### config.mk
export PLATFORM = sky130hd
export DESIGN_NAME = board
export DESIGN_NICKNAME = d
export VERILOG_FILES = /design/src/rtl/board.sv
export SDC_FILE = /design/constraint.sdc
export NUM_CORES = 1
export LEC_CHECK = 0
export CAP_MARGIN = 0
export CORE_ASPECT_RATIO = 0.75
export CORE_MARGIN = 8
export CORE_UTILIZATION = 51
export CTS_CLUSTER_SIZE = 25
export DETAILED_ROUTE_END_ITERATION = 7
export HOLD_SLACK_MARGIN = 0.12
export PLACE_DENSITY = 0.81
export SLEW_MARGIN = 15
export SYNTH_ARGS = -nofsm -noshare
export SYNTH_HDL_FRONTEND = slang
export SYNTH_SLANG_ARGS = --single-unit
### constraint.sdc
create_clock -name clk -period 5.6 [get_ports clk]
set_clock_uncertainty 0.1 [all_clocks]
set_input_delay 1.12 -clock clk [delete_from_list [all_inputs] [get_ports clk]]
set_output_delay 1.12 -clock clk [all_outputs]
set_load 0.005 [all_outputs]
### src/rtl/board.sv
// 5x5 two-player placement board.
// Each place rise commits at most one legal move into an empty cell.
module board (
  input  logic        clk,
  input  logic        rst,
  input  logic        clr,
  input  logic        select_player,
  input  logic        player2Select,
  input  logic        enable_player,
  input  logic        player2Enable,
  input  logic [17:0] playerLocation,
  input  logic        place,
  output logic [1:0]  board1,
  output logic [1:0]  board2,
  output logic [1:0]  board3,
  output logic [1:0]  board4,
  output logic [1:0]  board5,
  output logic [1:0]  board6,
  output logic [1:0]  board7,
  output logic [1:0]  board8,
  output logic [1:0]  board9,
  output logic [1:0]  board10,
  output logic [1:0]  board11,
  output logic [1:0]  board12,
  output logic [1:0]  board13,
  output logic [1:0]  board14,
  output logic [1:0]  board15,
  output logic [1:0]  board16,
  output logic [1:0]  board17,
  output logic [1:0]  board18,
  output logic [1:0]  board19,
  output logic [1:0]  board20,
  output logic [1:0]  board21,
  output logic [1:0]  board22,
  output logic [1:0]  board23,
  output logic [1:0]  board24,
  output logic [1:0]  board25,
  output logic        player_done,
  output logic        player2Done
);

  localparam logic [1:0] EMPTY = 2'b00;
  localparam logic [1:0] P1    = 2'b01;
  localparam logic [1:0] P2    = 2'b10;

  logic [1:0] cells [25];
  logic       place_q;
  logic [4:0] moves;
  logic       p1_done;
  logic       p2_done;

  logic       rise;
  logic       p1_act;
  logic       p2_act;
  logic       loc_ok;
  logic [4:0] idx;
  logic       free;
  logic       commit;

  always_comb begin
    rise   = place & ~place_q;
    p1_act = select_player & enable_player;
    p2_act = player2Select & player2Enable;
    loc_ok = (playerLocation != 18'd0) &&
             (playerLocation <= 18'd25);
    idx    = loc_ok ? (playerLocation[4:0] - 5'd1) : 5'd0;
    free   = 1'b0;
    for (int i = 0; i < 25; i++) begin
      if (idx == 5'(i)) free = (cells[i] == EMPTY);
    end
    commit = rise & (p1_act ^ p2_act) & loc_ok
           & free & (moves != 5'd25);
  end

  always_ff @(posedge clk) begin
    if (rst) begin
      place_q <= 1'b0;
      moves   <= 5'd0;
      p1_done <= 1'b0;
      p2_done <= 1'b0;
      for (int i = 0; i < 25; i++) cells[i] <= EMPTY;
    end else begin
      place_q <= place;
      if (clr) begin
        moves   <= 5'd0;
        p1_done <= 1'b0;
        p2_done <= 1'b0;
        for (int i = 0; i < 25; i++) cells[i] <= EMPTY;
      end else begin
        p1_done <= commit & p1_act;
        p2_done <= commit & p2_act;
        if (commit) begin
          moves <= moves + 5'd1;
          for (int i = 0; i < 25; i++) begin
            if (idx == 5'(i)) cells[i] <= p1_act ? P1 : P2;
          end
        end
      end
    end
  end

  assign player_done = p1_done;
  assign player2Done = p2_done;

  assign board1  = cells[0];
  assign board2  = cells[1];
  assign board3  = cells[2];
  assign board4  = cells[3];
  assign board5  = cells[4];
  assign board6  = cells[5];
  assign board7  = cells[6];
  assign board8  = cells[7];
  assign board9  = cells[8];
  assign board10 = cells[9];
  assign board11 = cells[10];
  assign board12 = cells[11];
  assign board13 = cells[12];
  assign board14 = cells[13];
  assign board15 = cells[14];
  assign board16 = cells[15];
  assign board17 = cells[16];
  assign board18 = cells[17];
  assign board19 = cells[18];
  assign board20 = cells[19];
  assign board21 = cells[20];
  assign board22 = cells[21];
  assign board23 = cells[22];
  assign board24 = cells[23];
  assign board25 = cells[24];

endmodule

# After elaboration in Yosys (flattened, before gate mapping)
# Memories as Yosys holds them, arrays and structs flattened.
# Index checks and enable logic that the tools add are counted.
[totals]
reg_bits = 8
latchBits = 0
ramBits = 50
mem_bits_ro = 0
input_bits = 26
output_inout_bits = 52
wordCells = 330
memories = 1
[op_classes]
add_sub_neg = 2
mul = 0
div = 0
order_cmp = 1
eq_ne = 25
shift = 0
mux = 207
bitwise = 61
n_reduce_logical = 29
[mem_list]
columns = ["memory", "words", "word_bits", "read_ports", "rd_clocked_by_memory_dff", "write_ports", "line", "rtl"]
rows = [
  ["cells", 25, 2, 25, 0, 25, "46", "logic [1:0] cells [25];"],
]
[ops]
columns = ["op", "n"]
rows = [
  ["1-bit 2-to-1 mux", 155],
  ["2-bit 2-to-1 mux", 51],
  ["2-bit logical NOT", 25],
  ["1-bit OR", 50],
  ["5-bit == test (second input constant)", 9],
  ["5-bit by 4-bit == test with 1-bit output (second input constant)", 8],
  ["5-bit by 3-bit == test with 1-bit output (second input constant)", 4],
  ["18-bit by 5-bit <= comparator with 1-bit output (second input constant)", 1],
  ["18-bit nonzero test", 1],
  ["5-bit by 2-bit == test with 1-bit output (second input constant)", 2],
  ["1-bit bitwise AND", 9],
  ["5-bit by 1-bit adder with 5-bit output (second input constant)", 1],
  ["5-bit by 1-bit == test with 1-bit output (second input constant)", 1],
  ["5-bit logical NOT", 1],
  ["5-bit 2-to-1 mux", 1],
  ["5-bit inequality test (second input constant)", 1],
  ["5-bit by 1-bit subtractor with 5-bit output (second input constant)", 1],
  ["2-bit OR reduction", 1],
  ["1-bit logical AND", 1],
  ["1-bit inverter", 1],
  ["1-bit bitwise XOR", 1],
]

# Depth between registers and ports, before layout
[logic_depth]
ltp_word = 36
depth_mapped = 14

# Worst setup path before layout
# OpenSTA, ideal clock, no wires.
[synth_timing]
path_type = "input port to flip-flop"
startpoint = "input playerLocation[0]"
endpoint = "memory cells[5][0] (netlist: cells[0][10]) (enable)"
setup_ps = 327
t_arrival_ps = 3977
path_slack_ps = 1196
cell_stages = 14
n_path_buf = 4
path_cell_list = "clkbuf_1 inv_1 ha_1 clkbuf_1 nor4_1 nand4_1 or2_1 buf_2 or4_1 a31oi_1 or4_4 o21ai_2 buf_4 o21ai_0"
[synth_lines]
columns = ["element", "line", "rtl"]
rows = [
  ["start: declaration", "11", "input logic [17:0] playerLocation,"],
  ["end: declaration", "46", ""],
]

==> results.tsv <==
metric	value	unit
weighted_congestion_reported_at_the_end_of_routability_driven_placement	0.961	
multiplexer_fraction_of_the_synthesized_cell_area	1.40	%
cp_data_arrival_time	4.95	ns
worst_setup_hold_path_clk_slew	0.07	ns
yosysWarningCount	0	
post_route_cells_drive_above_1_share	10.9	%
ys_seq_elements	58	
combinational_family_with_the_most_area_after_synthesis	simple AND/OR/NAND/NOR gates	
synth-edff-count	48	
worst_slew_pin_slew	1.04	ns
clkLatencyLatePin	0.35	ns
post-route-period-util	89.4	%
drv.max_cap_violation_count	0	
die_y	88.4	µm
setup_tns	0	ns
grt_pass1_wl	19300	µm
remaining_drc_errors	0	
grt_max_degree	33	
routed_wire_length_per_instance	23.1	µm
vias_per_cell	6.69	
internal-power	0.000804	W
totalWireLength	12400	µm
number_of_antenna_violations_at_the_first_check_in_global_routing	0	
quantity_of_i_o_buffers_inserted_on_ports	77	
finalWorstSetupSlack	0.592	ns
synth.net_count	401	
outcome	complete, no violations	
clockBufferDepth	2	
cts.repair.resized	0	
cts_tree	yes	
ys_types	61	
dpl_cell_area	4380	µm²
number_of_vias_after_detailed_routing	3581	
cts_hold_buf	0	
crit_path_end_kind	register	
horizontal_die_dimension	113	µm
share_seq_of_total_power	45.6	%
async_flop_share	0	%
postRouteAntennaNets	0	
htree_num_levels	3	
postCtsSetupRepairBufs	0	
critical_path.max_fanout	30	
core_region_area	6800	µm²
grt.total_usage	25.2	%
hpwl_dp	9020	µm
detailedPlace.worstSlack	0.367	ns
p_leak	1.47	nW
post-route-util	67.7	%
min_path_type	register to register	
core.rowCount	26	
dominantRegCellSynth	edfxtp_1	
antennaDiodeCount	0	
worst_ir_drop_vdd	0.225	mV
first_global_vias	3441	
grt_setup_unrepaired	false	
firstDrtPassIters	5	
synth_cells	371	
net_switching_share_of_the_total_power	25.2	%
syn_area_per_cell	9.60	µm²
synth_simple_gate_area_share	29.2	%
n_fill_cell	537	
switchingPower	0.000270	W
start_util	52.4	%
cts.root.buffer_cell	clkbuf_8	
fmax	200	MHz
finalNetCount	476	
totalPowerFinal	0.00107	W
globalRouteOverflowTotal	0	
regToRegSetupSlack	2.66	ns
final_max_slew_viol_count	0	
finalSetupViolCount	0	
layout-area-overhead-vs-synth	29.1	%
combinationalPowerShare	12.8	%
period_needed	5.01	ns
cts_made_buffers	9	
ys_seq_area_share	46.1	%
synthesis.area	3560	µm²
post_synthesis_compound_gate_area_fraction	15.7	%
synthXorXnorAreaFrac	1.23	%
drt_first_iter_violations	385	
hold_viol_final	0	
ios	78	
clkSinkCount	58	
cellPowerDensity	233	nW/µm²
critical_path_required	5.54	ns
share_of_synthesized_cell_area_in_full_adder_half_adder_and_majority_cells	1.40	%
final_design_area_excluding_fillers	4600	µm²
criticalPathCategory	input pin to register	
floorplan.die_area	9950	µm²
critPathLaunchType	input pin	
timing.max_slew.rel_slack	30.7	%
clkPwrFrac	41.6	%
[per-stage QoR]
stage                     std cells  hold WS [ns]
final                           535         0.390
after global routing            535         0.419
after CTS                       535         0.392
after detailed placement        519         0.372
after global placement          519         0.362
after floorplan                 371         0.343
[power groups by stage]
stage	Combinational, W	Sequential, W	Clock, W
5_1_grt	0.000146	0.000491	0.000463
4_1_cts	0.000135	0.000490	0.000447
6_report	0.000137	0.000490	0.000446
2_1_floorplan	0.0000588	0.000498	0
3_5_place_dp	0.000134	0.000499	0
3_3_place_gp	0.000132	0.000499	0
[final cells by class]
| cell class | instances | area (µm²) | share of cell area (%) |
|---|---|---|---|
| clock buffers | 11 | 141 | 3.07 |
| inverters | 5 | 18.8 | 0.408 |
| multi-input cells | 281 | 1740 | 37.8 |
| well taps | 84 | 105 | 2.28 |
| repair buffers | 91 | 876 | 19.0 |
| clock inverters | 5 | 77.6 | 1.69 |
| flip-flops and latches | 58 | 1640 | 35.7 |
[critical path, cell delays in order]
cell and delay, ns:
clkdlybuf4s50_1 0.46, inv_1 0.12, ha_1 0.37, o21bai_1 0.22, a31oi_1 0.42, nand2_1 0.28, o21a_1 0.24, a2111oi_0 0.84
a21oi_2 0.21, o211ai_4 0.24, buf_4 0.34, nor3_1 0.08
[path summary, 6_finish.rpt]
check	startpoint	cells after the start	to
min	moves[4]$_SDFFE_PP0N_	2	moves[4]$_SDFFE_PP0N_
max	playerLocation[1]	12	cells[0][4]$_SDFFCE_PN0P_
max reg2reg	cells[0][3]$_SDFFCE_PN0P_	9	cells[0][7]$_SDFFCE_PN0P_
min reg2reg	moves[4]$_SDFFE_PP0N_	2	moves[4]$_SDFFE_PP0N_
[flip-flops by register name (all words and copies together), names as in the netlist]
name         cells
player_done      1
place_q          1
player2Done      1
moves            5
cells           50
[synth_stat cells (all sizes together) (3+ instances only)]
cell type   n  area share, %
o31ai       6            1.3
ha          4            1.4
edfxtp     48             40
nand3       7           0.98
buf        14            3.1
or4         7            1.6
a211oi      5            1.1
nand4       8            1.4
a22o        4           0.98
nor3       59            9.7
a211o       4           0.98
mux2i       5            1.4
nor2       25            2.6
a21oi      10            1.7
or3        10            1.8
xnor2       4           0.98
nand2      35            3.7
inv         5           0.53
o21ai      29            4.2
dfxtp      10            5.6
nor4       18            3.5
o21bai      3           0.63
clkbuf     13            1.4
[kinds of logic after synthesis]
family	count (synthesis)
fa+ha+maj	4
compound gates	80
simple gates	187
buf+inv	32
flops	58
mux	5
xor+xnor	5
[metal layers]
| metal | vias to the layer above | track usage (%) | part of all wire (%) |
|---|---|---|---|
| met4 | 0 | 5.98 | 2.5 |
| met2 | 270 | 39.4 | 44 |
| met1 | 1672 | 33.0 | 42 |
| met5 | - | 0 | 0 |
| met3 | 46 | 8.73 | 12 |
| li1 | 1593 | - | - |
[layout by cell type, fill, tap and decap left out, types with 6 or more instances in the layout]
cell	count
o21ai_1	7
nand3_1	7
nor3_1	49
buf_4	14
dfxtp_1	10
edfxtp_1	48
clkbuf_8	10
nand4_1	8
o21ai_0	21
or3_1	10
nor3_2	10
nand2_1	35
a21oi_1	7
o31ai_1	6
clkdlybuf4s50_1	77
or4_1	6
nor4_1	16
nor2_1	25
(Power assumes the default switching activity.)
